==> src/rtl/mem_bus_master.sv <==
// mem_bus_master: CPU-side initiator for the MU0 memory bus.
//
// Takes one read or write request at a time from the core over a valid/ready handshake.
// It raises memRq for WAIT_CYCLES+1 cycles, then holds addr/readNotWrite/memWData for one
// more cycle. It then returns a one-cycle response pulse, which carries the read data
// for reads.
//
// Ports:
//   clk, reset        - system clock; asynchronous active-high reset
//   reqValid/reqReady - request handshake (reqReady is low while in reset)
//   reqRead           - 1 = read, 0 = write (sampled at acceptance)
//   reqAddr/reqWData  - request address / write data (sampled at acceptance)
//   rspValid          - one-cycle completion pulse
//   rspRead/rspData   - kind of completed transaction / captured read data
//   memRq             - bus request strobe
//   readNotWrite      - bus direction (1 = read)
//   addr/memWData     - bus address / write data to memory
//   memRData          - read data from memory
module mem_bus_master #(
  parameter int unsigned ADDR_WIDTH  = 16,
  parameter int unsigned DATA_WIDTH  = 16,
  parameter int          WAIT_CYCLES = 1
) (
  input  logic                  clk,
  input  logic                  reset,
  input  logic                  reqValid,
  output logic                  reqReady,
  input  logic                  reqRead,
  input  logic [ADDR_WIDTH-1:0] reqAddr,
  input  logic [DATA_WIDTH-1:0] reqWData,
  output logic                  rspValid,
  output logic                  rspRead,
  output logic [DATA_WIDTH-1:0] rspData,
  output logic                  memRq,
  output logic                  readNotWrite,
  output logic [ADDR_WIDTH-1:0] addr,
  output logic [DATA_WIDTH-1:0] memWData,
  input  logic [DATA_WIDTH-1:0] memRData
);

  // The wait counter is 4 bits wide, so larger values cannot be represented.
  if (WAIT_CYCLES < 0 || WAIT_CYCLES > 15) begin : gen_wait_cycles_check
    $fatal(1, "mem_bus_master: WAIT_CYCLES must be in 0..15");
  end

  localparam logic [3:0] WaitInit = 4'(WAIT_CYCLES);

  typedef enum logic [1:0] {StIdle, StAccess, StHold, StResp} state_e;

  state_e                state_q, state_d;
  logic [3:0]            cnt_q, cnt_d;
  logic                  mem_rq_q, mem_rq_d;
  logic                  rnw_q, rnw_d;
  logic [ADDR_WIDTH-1:0] addr_q, addr_d;
  logic [DATA_WIDTH-1:0] wdata_q, wdata_d;
  logic                  rsp_valid_q, rsp_valid_d;
  logic                  rsp_read_q, rsp_read_d;
  logic [DATA_WIDTH-1:0] rsp_data_q, rsp_data_d;

  always_ff @(posedge clk or posedge reset) begin
    if (reset) begin
      state_q     <= StIdle;
      cnt_q       <= '0;
      mem_rq_q    <= 1'b0;
      rnw_q       <= 1'b1;
      addr_q      <= '0;
      wdata_q     <= '0;
      rsp_valid_q <= 1'b0;
      rsp_read_q  <= 1'b0;
      rsp_data_q  <= '0;
    end else begin
      state_q     <= state_d;
      cnt_q       <= cnt_d;
      mem_rq_q    <= mem_rq_d;
      rnw_q       <= rnw_d;
      addr_q      <= addr_d;
      wdata_q     <= wdata_d;
      rsp_valid_q <= rsp_valid_d;
      rsp_read_q  <= rsp_read_d;
      rsp_data_q  <= rsp_data_d;
    end
  end

  always_comb begin
    state_d     = state_q;
    cnt_d       = cnt_q;
    mem_rq_d    = mem_rq_q;
    rnw_d       = rnw_q;
    addr_d      = addr_q;
    wdata_d     = wdata_q;
    rsp_valid_d = rsp_valid_q;
    rsp_read_d  = rsp_read_q;
    rsp_data_d  = rsp_data_q;

    case (state_q)
      StIdle: begin
        // The clocked branch only runs with reset low, so reqReady is implied here.
        if (reqValid) begin
          rnw_d    = reqRead;
          addr_d   = reqAddr;
          wdata_d  = reqWData;
          mem_rq_d = 1'b1;
          cnt_d    = WaitInit;
          state_d  = StAccess;
        end
      end
      StAccess: begin
        if (cnt_q != 4'd0) begin
          cnt_d = cnt_q - 4'd1;
        end else begin
          // Final strobe cycle: the only point where memory data is valid for a read.
          if (rnw_q) begin
            rsp_data_d = memRData;
          end
          mem_rq_d = 1'b0;
          state_d  = StHold;
        end
      end
      StHold: begin
        // Address and write data stay put one cycle past memRq for the write latch.
        rsp_valid_d = 1'b1;
        rsp_read_d  = rnw_q;
        rnw_d       = 1'b1;
        state_d     = StResp;
      end
      StResp: begin
        rsp_valid_d = 1'b0;
        state_d     = StIdle;
      end
      default: begin
        state_d = StIdle;
      end
    endcase
  end

  assign reqReady     = (state_q == StIdle) && !reset;
  assign rspValid     = rsp_valid_q;
  assign rspRead      = rsp_read_q;
  assign rspData      = rsp_data_q;
  assign memRq        = mem_rq_q;
  assign readNotWrite = rnw_q;
  assign addr         = addr_q;
  assign memWData     = wdata_q;

endmodule
==> config.mk <==
export PLATFORM = sky130hd
export DESIGN_NAME = mem_bus_master
export DESIGN_NICKNAME = d
export VERILOG_FILES = /design/src/rtl/mem_bus_master.sv
export SDC_FILE = /design/constraint.sdc
export NUM_CORES = 1
export LEC_CHECK = 0
export ABC_CLOCK_PERIOD_IN_PS = 2450
export BUFFER_PORTS_ARGS = -buffer_cell sky130_fd_sc_hd__buf_2
export CORE_MARGIN = 1
export CORE_UTILIZATION = 47
export DETAILED_ROUTE_END_ITERATION = 8
export GPL_ROUTABILITY_DRIVEN = 0
export PLACE_DENSITY = 0.88
export SKIP_CTS_REPAIR_TIMING = 1
export SYNTH_ARGS = -nofsm -noshare
export SYNTH_HDL_FRONTEND = slang
export SYNTH_SLANG_ARGS = --single-unit
export TNS_END_PERCENT = 20
==> constraint.sdc <==
create_clock -name clk -period 2.45 [get_ports clk]
set_input_delay 0.245 -clock clk [delete_from_list [all_inputs] [get_ports clk]]
set_output_delay 0.245 -clock clk [all_outputs]
set_load 0.05 [all_outputs]
* Word-level counts from Yosys, hierarchy flattened
Index checks and enable logic that the tools add are counted.
Storage, ports and cells: output and inout bits 53, word-level logic and storage cells 42, register bits 58, bits of input ports 52
Cells by class: add/sub/neg operators 1, muxes and demuxes 12, equal/unequal tests 6, reductions and logical operators 13, bitwise logic cells 1
Operators by type and width (count):
- $reduce_and 3->1 | 3
- $mux 4 | 2
- $pmux 2 s4 | 1
- $pmux 4 s2 | 1
- $ne 2x2->1 const B | 3
- $pmux 1 s2 | 3
- $reduce_and 2->1 | 3
- $reduce_bool 2->1 | 3
- $eq 2x2->1 const B | 2
- $mux 2 | 2
- $reduce_bool 4->1 | 1
- $sub 4x1->4 const B | 1
- $mux 1 | 3
- $eq 2x1->1 const B | 1
- $logic_not 2->1 | 1
- $logic_and 1x1->1 | 1
- $logic_not 1->1 | 1
- $not 1->1 | 1

* Depth between registers and ports, before layout
depth after elaboration 3, mapped depth 7, depth with buffers taken out 6

* Worst setup path before layout
Ideal clock, no wire load.
path kind register -> register, start reg cnt_q[0], end reg rsp_data_q[0] (netlist: rspData[0]), required time 2.325 ns, cell stages (with the launch flop) 8, library setup time 0.125 ns, data arrival time 1.632 ns, period minus slack after synthesis 1.757 ns, slack 0.693 ns, buffers on the path 2, cells stage by stage dfrtp_1 inv_1 ha_1 nor3b_2 and3_1 buf_6 buf_12 mux2_4
On the way: word-level cells in the longest chain between the ends 3
Ends and longest elaborated chain:
- start: declaration | line 51 | logic [3:0] cnt_q, cnt_d;
- start signal: assignment | line 73 | cnt_q <= cnt_d;
- $reduce_bool 4->1 | line 108 | if (cnt_q != 4'd0) begin
- $not 1->1 (no source line)
- $reduce_and 3->1 (no source line)
- end signal: assignment | line 80 | rsp_data_q <= rsp_data_d;
- end: declaration | line 58 | logic [DATA_WIDTH-1:0] rsp_data_q, rsp_data_d;
No other way between the ends. A chain may end at the register's enable or synchronous reset.

* Final worst setup path
start reg cnt_q[0], end reg rsp_data_q[11] (netlist: rspData[11])
The elaborated chain is that of the path after synthesis.

==> impl_metrics.toml <==
[status]
status = "complete, no violations"

[drt]
ant_nets = 0
post_drt_via_cell_ratio = 4.86
drt_iter0_markers = 93
vias = 1729
routed_wl_um = 4850
wl_per_cell_um = 13.6
drc_errors = 0
dr.pass1.iters = 4

[grt]
grt_max_degree = 34
grt-ovfl-total = 0
grt_pass1_wl_um = 7560
grt_pass1_vias = 1736
track_usage = 0.187
grt_antenna_before_repair = 0

[clock_network]
cts_buffer_depth = 2
htree_levels = 3
cts_tree = "built"
clk_latency_ns = 0.33
ctsRootBufferMaster = "clkbuf_8"
cts_num_sinks = 58
clk_pin_slew_ns = 0.07
cts_buffers = 9

[logic_synthesis]
synth_mux_area_frac = 0.247
synth_compound_area_frac = 0.0442
synth_simple_gate_area_frac = 0.0513
synth.avg_cell_area_um2 = 14.5
syn_nets = 229
post_synth_num_cell_types = 28
syn_inst = 170
synth_xor_area_frac = 0
synthTopCellsByArea = "dfrtp_1 58%, mux2_2 18%, mux2_4 6.1%"
synth-async-reset-ratio = 1.00
synth_warnings = 0
synth_top_area_share = 0.579
syn-cell-area_mm2 = 0.00246
synth_ff_type = "dfrtp_1"
seq_area_frac_synth = 0.590
synth_top_cell_by_area = "dfrtp_1"
synth_top_family_by_area = "multiplexers"
ys_seq_elements = 58
yosys.area_share.adder = 0.0356
synth-edff-count = 0

[die]
dieArea_mm2 = 0.00553
pin_count = 105
die_y_um = 74.4
initial_utilization = 0.505
rows = 25
coreArea_mm2 = 0.00488
die_x_um = 74.4

[sta]
max_freq_ghz = 0.509
tns_ns = 0
hold_violations = 0
finalCritPeriodShare = 0.802
max_slew_margin = 0.646
skew_ns = 0.00623
min_period_ns = 1.96
worst_slew_pin_slew_ns = 0.531
final_max_slew_viol_count = 0
rsz0062_at_grt = "false"
setup_viol = 0

[layout]
final_common_cell = "buf_2"
stdcell_area_mm2 = 0.00325
area_delta_synth_final_pct = 32.1
nets = 343
diodes = 0
drive_above_1_share = 0.619
layout_common_cells = "104 x buf_2, 57 x dfrtp_1, 39 x mux2_2"
utilization = 0.666

[setup_path]
required_ns = 2.67
critPathMaxFanout = 16
path_cells = "inv_1 > ha_1 > nor3b_2 > and3_1 > buf_4 > mux2_2"
max_stage_delay_ns = 0.41
cp-end-kind = "flop"
path_class = "reg -> reg"
cp_slowest_cell = "dfrtp_1"
cp.arrival_ns = 2.18
startpoint_type = "flop"

[placed_design]
placed_cell_area_mm2 = 0.00305
portBuffers = 104
dp_hpwl_um = 3560

[flow_run]
max-cap-violations = 0

[hold_path]
hold_path_class = "in -> reg"
-- metal layers --
layer / GRT usage / share of wire / vias to the layer above / wire length (um)
met3: 0.0786 / 0.071 / 11 / 346
met2: 0.310 / 0.49 / 71 / 2380
met1: 0.210 / 0.42 / 828 / 2050
li1: - / - / 819 / -
met4: 0.0881 / 0.014 / 0 / 67
met5: 0 / 0 / - / 0
-- sequential cells by signal, summed over array words and instances (netlist names) --
name / count
addr: 16
memWData: 16
rspData: 16
cnt_q: 4
state_q: 2
memRq: 1
readNotWrite: 1
rspRead: 1
rspValid: 1
-- cells in the mapped netlist (2+ instances only) --
cell type   n
nand2_1     4
o21ai_0     7
inv_1       6
o211ai_1    2
mux2_2     39
nor2b_1     3
nor2_1      7
and3_1      2
mux2_4     10
ha_1        7
nand2b_1    2
nand3_1     2
buf_2       4
a21oi_1     3
nor3_1      2
dfrtp_1    57
mux2i_1     2
-- area by class of cell --
class,instances,area (um2)
Clock buffer,9,124
Fill cell,375,1630
Clock inverter,7,68.8
Timing Repair Buffer,110,568
Sequential cell,58,1450
Multi-Input combinational cell,99,932
Inverter,6,22.5
Tap cell,67,83.8
-- metrics by stage --
stage               hold WS, ns  worst slack, ns  instances
CTS                     -0.0371            0.479        355
detailed placement        0.329            0.491        339
global placement          0.324            0.606        339
global route              0.112            0.352        356
finish                    0.138            0.485        356
floorplan                 0.393            0.693        170
-- cell families after synthesis --
kind of cell | count (synthesis)
compound gates | 17
simple gates | 24
fa+ha+maj | 7
buf+inv | 13
flops | 58
mux | 51
-- final timing paths --
path / slack, ns / from / cells after the start / endpoint
max in group asynchronous: 1.17 / reset / 4 / readNotWrite$_DFFE_PP1P_
setup reg to reg: 0.49 / cnt_q[0]$_DFFE_PP0P_ / 6 / rspData[11]$_DFFE_PP0P_
hold / removal: 0.14 / reqWData[2] / 2 / memWData[2]$_DFFE_PP0P_
hold reg to reg: 0.50 / memWData[1]$_DFFE_PP0P_ / 1 / memWData[1]$_DFFE_PP0P_
min in group asynchronous: 0.53 / reset / 3 / memRq$_DFFE_PP0P_
setup / recovery: 0.49 / cnt_q[0]$_DFFE_PP0P_ / 6 / rspData[11]$_DFFE_PP0P_
-- critical path: cells and delay by family (launching register included) --
| family | cells | cell delay (ns) |
|---|---|---|
| DFF | 1 | 0.41 |
| muxes | 1 | 0.37 |
| adders and majority gates | 1 | 0.18 |
| buffers and inverters | 2 | 0.38 |
| and+or+nand+nor | 2 | 0.50 |
Power is not shown: default switching activity piles up to over one toggle a cycle in this logic, so the estimate is an artifact.
